--- src/rtl/uart_pkg.sv ---
// uart_pkg: shared constants and sequencer state encodings for the UART TX path.
// Latency: n/a (declarations only).
// Backpressure: n/a.
package uart_pkg;

  localparam int BYTE_W = 8;

  // Load sequencer states, 2-bit encoding.
  typedef enum logic [1:0] {
    ST_IDLE  = 2'd0,
    ST_LOAD  = 2'd1,
    ST_WAITB = 2'd2,
    ST_BUSY  = 2'd3
  } st_t;

endpackage

--- src/rtl/uart_fifo_mem.sv ---
// uart_fifo_mem: simple dual-port 2**AW x BYTE_W byte store, sync write, registered read.
// Latency: write visible to a read on the following edge; read data valid one edge after re.
// Backpressure: none; the owner guarantees we/re only on legal pointer positions.
// Ports: clk, rst (async, active high, clears the read register only),
//        we/waddr/wdata write port, re/raddr/rdata read port (rdata holds between reads).
module uart_fifo_mem
  import uart_pkg::*;
#(
  parameter int AW = 4
) (
  input  logic              clk,
  input  logic              rst,
  input  logic              we,
  input  logic [AW-1:0]     waddr,
  input  logic [BYTE_W-1:0] wdata,
  input  logic              re,
  input  logic [AW-1:0]     raddr,
  output logic [BYTE_W-1:0] rdata
);

  logic [BYTE_W-1:0] mem [0:(1<<AW)-1];

  // Array has no reset so it can map onto block RAM.
  always_ff @(posedge clk) begin
    if (we) begin
      mem[waddr] <= wdata;
    end
  end

  // Read register only advances on re, so rdata stays stable until the next pop.
  always_ff @(posedge clk or posedge rst) begin
    if (rst) begin
      rdata <= '0;
    end else if (re) begin
      rdata <= mem[raddr];
    end
  end

endmodule

--- src/rtl/uart_txfifo.sv ---
// uart_txfifo: byte FIFO plus load sequencer feeding uart_m (load/d/txbusy).
// Latency: byte pushed into an empty FIFO with the sequencer idle -> txload two cycles later.
// Backpressure: wr while full is dropped; draining paces on txbusy, one byte per uart_m frame.
// Ports: clk, rst (async, active high); host side wr/wd, full/empty;
//        UART side txload (1-cycle pulse), txd (stable from txload until next pop), txbusy;
//        level[AW:0] occupancy, present only when UART_TXFIFO_LEVEL_EN is defined.
module uart_txfifo
  import uart_pkg::*;
#(
  parameter int AW     = 4,
  parameter int BUSYTO = 8
) (
  input  logic              clk,
  input  logic              rst,
  input  logic              wr,
  input  logic [BYTE_W-1:0] wd,
  output logic              full,
  output logic              empty,
  output logic              txload,
  output logic [BYTE_W-1:0] txd,
  input  logic              txbusy
`ifdef UART_TXFIFO_LEVEL_EN
  ,
  output logic [AW:0]       level
`endif
);

  localparam logic [AW:0] FULL_CNT = {1'b1, {AW{1'b0}}};
  localparam logic [7:0]  TMO_LAST = 8'(BUSYTO - 1);

  logic [AW-1:0] wp;
  logic [AW-1:0] rp;
  logic [AW:0]   cnt;
  st_t           state;
  logic [7:0]    tmo;
  logic          push;
  logic          pop;

  // Flags come straight off the count register, no path from wr.
  assign full  = (cnt == FULL_CNT);
  assign empty = (cnt == '0);

`ifdef UART_TXFIFO_LEVEL_EN
  assign level = cnt;
`endif

  // full is the pre-edge value, so a push at full is dropped even when a pop happens.
  assign push = wr && !full;
  assign pop  = (state == ST_IDLE) && !empty && !txbusy;

  always_ff @(posedge clk or posedge rst) begin
    if (rst) begin
      wp  <= '0;
      rp  <= '0;
      cnt <= '0;
    end else begin
      if (push) begin
        wp <= wp + 1'b1;
      end
      if (pop) begin
        rp <= rp + 1'b1;
      end
      case ({push, pop})
        2'b10:   cnt <= cnt + 1'b1;
        2'b01:   cnt <= cnt - 1'b1;
        default: cnt <= cnt;
      endcase
    end
  end

  // Pop and push never touch the same slot: a pop needs cnt>=1 and a push needs cnt<depth.
  uart_fifo_mem #(
    .AW(AW)
  ) u_mem (
    .clk   (clk),
    .rst   (rst),
    .we    (push),
    .waddr (wp),
    .wdata (wd),
    .re    (pop),
    .raddr (rp),
    .rdata (txd)
  );

  // Sequencer. txload is registered on the IDLE->LOAD edge so it is high only in LOAD.
  // WAITB has a timeout so a missing txbusy rise cannot stall the queue.
  always_ff @(posedge clk or posedge rst) begin
    if (rst) begin
      state  <= ST_IDLE;
      txload <= 1'b0;
      tmo    <= '0;
    end else begin
      txload <= 1'b0;
      case (state)
        ST_IDLE: begin
          if (pop) begin
            state  <= ST_LOAD;
            txload <= 1'b1;
          end
        end
        ST_LOAD: begin
          state <= ST_WAITB;
          tmo   <= '0;
        end
        ST_WAITB: begin
          if (txbusy) begin
            state <= ST_BUSY;
          end else if (tmo == TMO_LAST) begin
            state <= ST_BUSY;
          end else begin
            tmo <= tmo + 1'b1;
          end
        end
        ST_BUSY: begin
          if (!txbusy) begin
            state <= ST_IDLE;
          end
        end
        default: state <= ST_IDLE;
      endcase
    end
  end

endmodule
--- config.mk ---
export PLATFORM = sky130hd
export DESIGN_NAME = uart_txfifo
export DESIGN_NICKNAME = d
export VERILOG_FILES = /design/src/rtl/uart_pkg.sv /design/src/rtl/uart_fifo_mem.sv /design/src/rtl/uart_txfifo.sv
export SDC_FILE = /design/constraint.sdc
export NUM_CORES = 1
export LEC_CHECK = 0
export BUFFER_PORTS_ARGS = -buffer_cell sky130_fd_sc_hd__buf_2
export CAP_MARGIN = 25
export CORE_MARGIN = 2
export CORE_UTILIZATION = 35
export DETAILED_ROUTE_END_ITERATION = 8
export GPL_TIMING_DRIVEN = 0
export HOLD_SLACK_MARGIN = 0.12
export MAX_ROUTING_LAYER = met4
export PLACE_DENSITY_LB_ADDON = 0.1
export SLEW_MARGIN = 20
export SYNTH_ARGS = -nofsm -noshare
export SYNTH_HDL_FRONTEND = slang
export SYNTH_SLANG_ARGS = --single-unit
export TNS_END_PERCENT = 20
--- constraint.sdc ---
create_clock -name clk -period 3.8 [get_ports clk]
set_input_delay 0 -clock clk [delete_from_list [all_inputs] [get_ports clk]]
set_output_delay 0 -clock clk [all_outputs]
set_load 0.02 [all_outputs]
# == Yosys cells after proc, flatten, opt, wreduce, memory -nomap -nowiden ==
# Memory sizes are Yosys's and may differ from the RTL's. A register that Yosys moved wholly into a read port is not among the register bits.
# Cells that the tools add are included.
# word_totals
register_bits,24
mem_bits_rw,128
output_inout_bits,11
elab_cells,49
n_memories,1
# classes
addsub,5
n_eq_ne,12
mux,13
reduce_logical,12
# memory_table
memory,depth,width,rd,rd_ports_with_merged_regs,wr,line_no,source
u_mem.mem,16,8,1,1,1,uart_fifo_mem.sv:21,logic [BYTE_W-1:0] mem [0:(1<<AW)-1];
# ops
operator,n
$mux W8,2
$pmux W8 S2,1
$pmux W5 S2,1
$add A4 B1 Y4 const B,2
$add A8 B1 Y8 const B,1
$eq A8 B3 Y1 const B,1
$mux W2,4
$ne A2 B2 Y1 const B,4
$pmux W2 S4,1
$eq A2 B2 Y1 const B,3
$reduce_and A3 Y1,2
$add A5 B1 Y5 const B,1
$eq A5 B5 Y1 const B,1
$logic_not A5 Y1,1
$sub A5 B1 Y5 const B,1
$eq A2 B1 Y1 const B,2
$mux W1,4
$reduce_bool A2 Y1,2
$logic_and A1 B1 Y1,3
$logic_not A1 Y1,3
$ne A3 B3 Y1 const B,1
$logic_not A2 Y1,1

# == Logic depth before layout (Yosys ltp) ==
# depth
word_depth,6
mapped_depth,14
ltp_nobuf,12

# == Hierarchy ==
# From an unflattened synthesis, not the netlist that was laid out.
# hier_totals
cells_unflattened,361
area_unflattened_um2,6682.7
# modules_own_cells
mod,instances,cells_each,area_per_inst_um2,seq_area_each_um2
uart_fifo_mem,1,241,5335.1,4043.9
uart_txfifo,1,120,1347.5,600.6

# == Worst setup path before layout ==
# No wires, ideal clock.
# synth_path
path_type,register to register
startpoint,reg cnt[1]
endpoint,reg cnt[4]
arrival_ns,2.698
path_slack_ns,1.022
path_stages_with_launch,14
path_buffers,3
synth_period_minus_slack_ns,2.778
cell_sequence,dfrtp_1 -> buf_2 -> or4_4 -> o21ai_4 -> inv_2 -> buf_2 -> ha_1 -> clkbuf_1 -> xor2_1 -> ha_1 -> nor4_1 -> nand2_1 -> a31oi_1 -> xor2_1
# synth_between
elab_chain_len,6
word_cells_on_any_way,13
cone_classes,add/sub (2); eq/ne (3); mux (1); reduce/logical (7)
# synth_lines
item,line_no,source
start: declaration,uart_txfifo.sv:33,logic [AW:0] cnt;
start signal: assignment,uart_txfifo.sv:64,2'b10: cnt <= cnt + 1'b1;
start signal: assignment,uart_txfifo.sv:65,2'b01: cnt <= cnt - 1'b1;
start signal: assignment,uart_txfifo.sv:66,default: cnt <= cnt;
$logic_not A5 Y1 (*),uart_txfifo.sv:41,assign empty = (cnt == '0);
$logic_not A1 Y1 (*),uart_txfifo.sv:49,assign pop = (state == ST_IDLE) && !empty && !txbusy;
$logic_and A1 B1 Y1 (*) (2 in a row),uart_txfifo.sv:49,
via pop,uart_txfifo.sv:37,logic pop;
$eq A2 B1 Y1 / $eq A2 B2 Y1 (equally long branches),uart_txfifo.sv:63,"case ({push, pop})"
$pmux W5 S2 / $reduce_bool A2 Y1 (equally long branches),--,
# The timed path passes the listed nets; every way through them passes the cells marked *.
# A chain may end at the register's enable or synchronous reset.

# == Worst setup path in the final report ==
# Same ends and word-level chain as after synthesis.

==> out/results.ini <==
[critical_path]
cp_max_fo=11
slowest_stage=or4_4
crit_path_cell_trace=buf_2 > or4_4 > o21ai_4 > inv_2 > buf_2 > ha_1 > clkbuf_1 > xor2_1 > ha_1 > nor4_1 > nand2_1 > a31oi_1 > xor2_1
cp-start-kind=flop
required_ns=4.16
path_class=flop to flop
cpLargestDelayFamily=simple AND/OR/NAND/NOR gates
critical_path_buf_inv_count=4
endpoint_kind=flop
critPathMaxStageDelay_ns=0.56
path_depth=13
cp.arrival_ns=3.42
r2r_cells=13

[synthesis]
synth-adder-area-share_pct=2.67
synth-compound-area-share_pct=4.25
syn_area_um2=6570
postSynthAreaPerCell_um2=17.6
synth_edf_count=128
synth.area.top_cells=edfxtp_1 59%, dfrtp_1 12%, mux4_2 11%, ha_1 2.7%, mux2_2 1.9%
synth_top_area_share_pct=58.5
synthMuxAreaShare_pct=13.2
yosys_warnings=0
synth_fp_nets=398
yosys.area_share.simple_pct=5.05
synthArstFlopShare_pct=20.0
synth_top_family_by_area=multiplexers
synthXorXnorAreaFrac_pct=2.13
synth_cell_types=42
ys.flop_type=edfxtp_1
synth_top_cell_by_area=edfxtp_1
synth-seq-area-share_pct=70.7
syn_inst=372
synth_seq_cells=160

[global_route]
overflow=0
grt_pass1_vias=3443
grt_first_pass_wirelength_um=21200
grt_max_degree=33
grt.total_usage_pct=15.5
antenna_found_initial=0

[sta]
setup_slack_ns=0.740
min_period_over_period_pct=80.5
holdWs_ns=0.245
fin_crit_ns=3.06
rsz0062_at_grt=no
final.setup.tns_ns=0
setup_viol=0
finalHoldViolations=0
skew_ns=0.0107
relSlewSlack_pct=35.4
drv_slew=0
tightest_slew_ns=0.965
max_freq_mhz=327

[finish]
final_util_pct=41.7
syn2layout_area_growth_pct=18.1
n_antenna_cell=0
fillers=1643
drive_gt1_share_pct=27.6
nets=458

[place]
hpwl_um=8780
pre_cts_ws_ns=0.752
io_buffers=22
finalWeightedCongestion=0.740

[power_and_ir_drop]
power.density_nw_per_um2=737
totalPowerFinal_mw=5.72
ir_drop_mv=0.392
p_leak_nw=2.70

[detailed_routing]
drc=0
first_pass_iters=4
wl_per_cell_um=20.3
ant_nets=0
drt_iter0_drc=214
routed_wl_um=13800
vias=3368
via_per_inst=4.96

[floorplan]
num_rows=50
die_area_um2=19900
core_area_um2=18600
start_util_pct=35.3
die_w_um=141
die_y_um=141
top_level_ports=23

[clock_network]
clockBufferDepth=2
post_cts_buffers=0
htreeDepth=4
cts_made_buffers=17
clk_pin_slew_ns=0.07
clock-sinks=160
root_buffer=clkbuf_16
cts_tree=yes
clk_latency_ns=0.44
cts-resized-gates=0

[run_status]
status=complete, no violations

[flow_run]
max_cap_violations=0

[hold_path]
hp-class=input port to async pin

## sequential cells by signal, indices dropped and copies added (netlist names)
signal / cells
cnt: 5
wp: 4
rp: 4
u_mem.mem: 128
tmo: 8
state: 2
txload: 1
u_mem.rdata: 8
## cell usage after synthesis, drive strengths merged (3+ instances only)
cell type	instances
a21oi	13
buf	10
clkbuf	8
dfrtp	32
edfxtp	128
ha	14
inv	10
mux2	12
mux4	32
nand2	11
nand2b	6
nand3	4
nand4	3
nor2	20
nor2b	4
nor3	7
o21ai	6
o22ai	16
xnor2	10
xor2	6
## cell usage in the layout, fill, tap and decap left out, types with 5 or more instances in the layout
cell type	count
clkbuf_1	8
edfxtp_1	128
mux2_2	11
buf_2	26
inv_6	7
a21oi_1	13
o21ai_0	5
xnor2_1	10
nand2b_1	6
nor2_1	20
dfrtp_1	32
inv_1	8
nand2_1	11
o22ai_1	16
ha_1	14
dlygate4sd3_1	11
mux4_2	32
clkbuf_16	17
xor2_1	6
buf_4	9
## path summary, 6_finish.rpt
kind	startpoint	endpoint	slack (ns)
min in group clk	txbusy	txload	0.50
max in group asynchronous	rst	wp[1]	3.09
max reg2reg	cnt[1]	cnt[4]	0.74
min	rst	state[0]	0.25
max	cnt[1]	cnt[4]	0.74
min reg2reg	tmo[7]	tmo[7]	0.56
## cell families (layout without fill, tap and decap cells)
group	after synthesis	after routing
xor+xnor	16	16
simple gates	65	65
mux	45	45
flops	160	160
fa+ha+maj	14	14
buf+inv	28	101
compound gates	44	44
## metrics by stage
step | cell area (um2) | instances
finish | 7750 | 679
global route | 7750 | 679
CTS | 7720 | 675
detailed placement | 7020 | 632
global placement | 6970 | 628
floorplan | 6570 | 372
## per-layer routing
| layer | track usage [%] | wire length (um) | vias to the layer above |
|---|---|---|---|
| met5 | - | 0 | - |
| met4 | 5.84 | 245 | 0 |
| met3 | 3.16 | 337 | 18 |
| met2 | 24.0 | 6560 | 47 |
| met1 | 20.2 | 6660 | 1724 |
| li1 | - | - | 1579 |
## final cells by class
type                            count  area, um2  share of cell area [%]
Tap cell                          234        293                    3.78
Sequential cell                   160       4640                    59.9
Clock inverter                     15        166                    2.15
Timing Repair Buffer               41        284                    3.66
Buffer                             18       87.6                    1.13
Inverter                           10       37.5                   0.484
Clock buffer                       17        425                    5.49
Multi-Input combinational cell    184       1820                    23.4
## power by group
| part | total, mW | switching (mW) | internal, mW |
|---|---|---|---|
| Combinational | 1.65 | 0.906 | 0.743 |
| Clock | 1.72 | 0.787 | 0.937 |
| Sequential | 2.34 | 0.164 | 2.18 |
## tightest hold or removal path, stage by stage
cell and delay [ns]:
dlygate4sd3_1 0.53, buf_2 0.12, inv_2 0.53
## timing repair
item | CTS | global route
hold buffers | 11 | 0
hold endpoints to repair | 172 | 0
setup endpoints to repair | 0 | 0
Note: power is estimated with default switching activity, not from simulation.
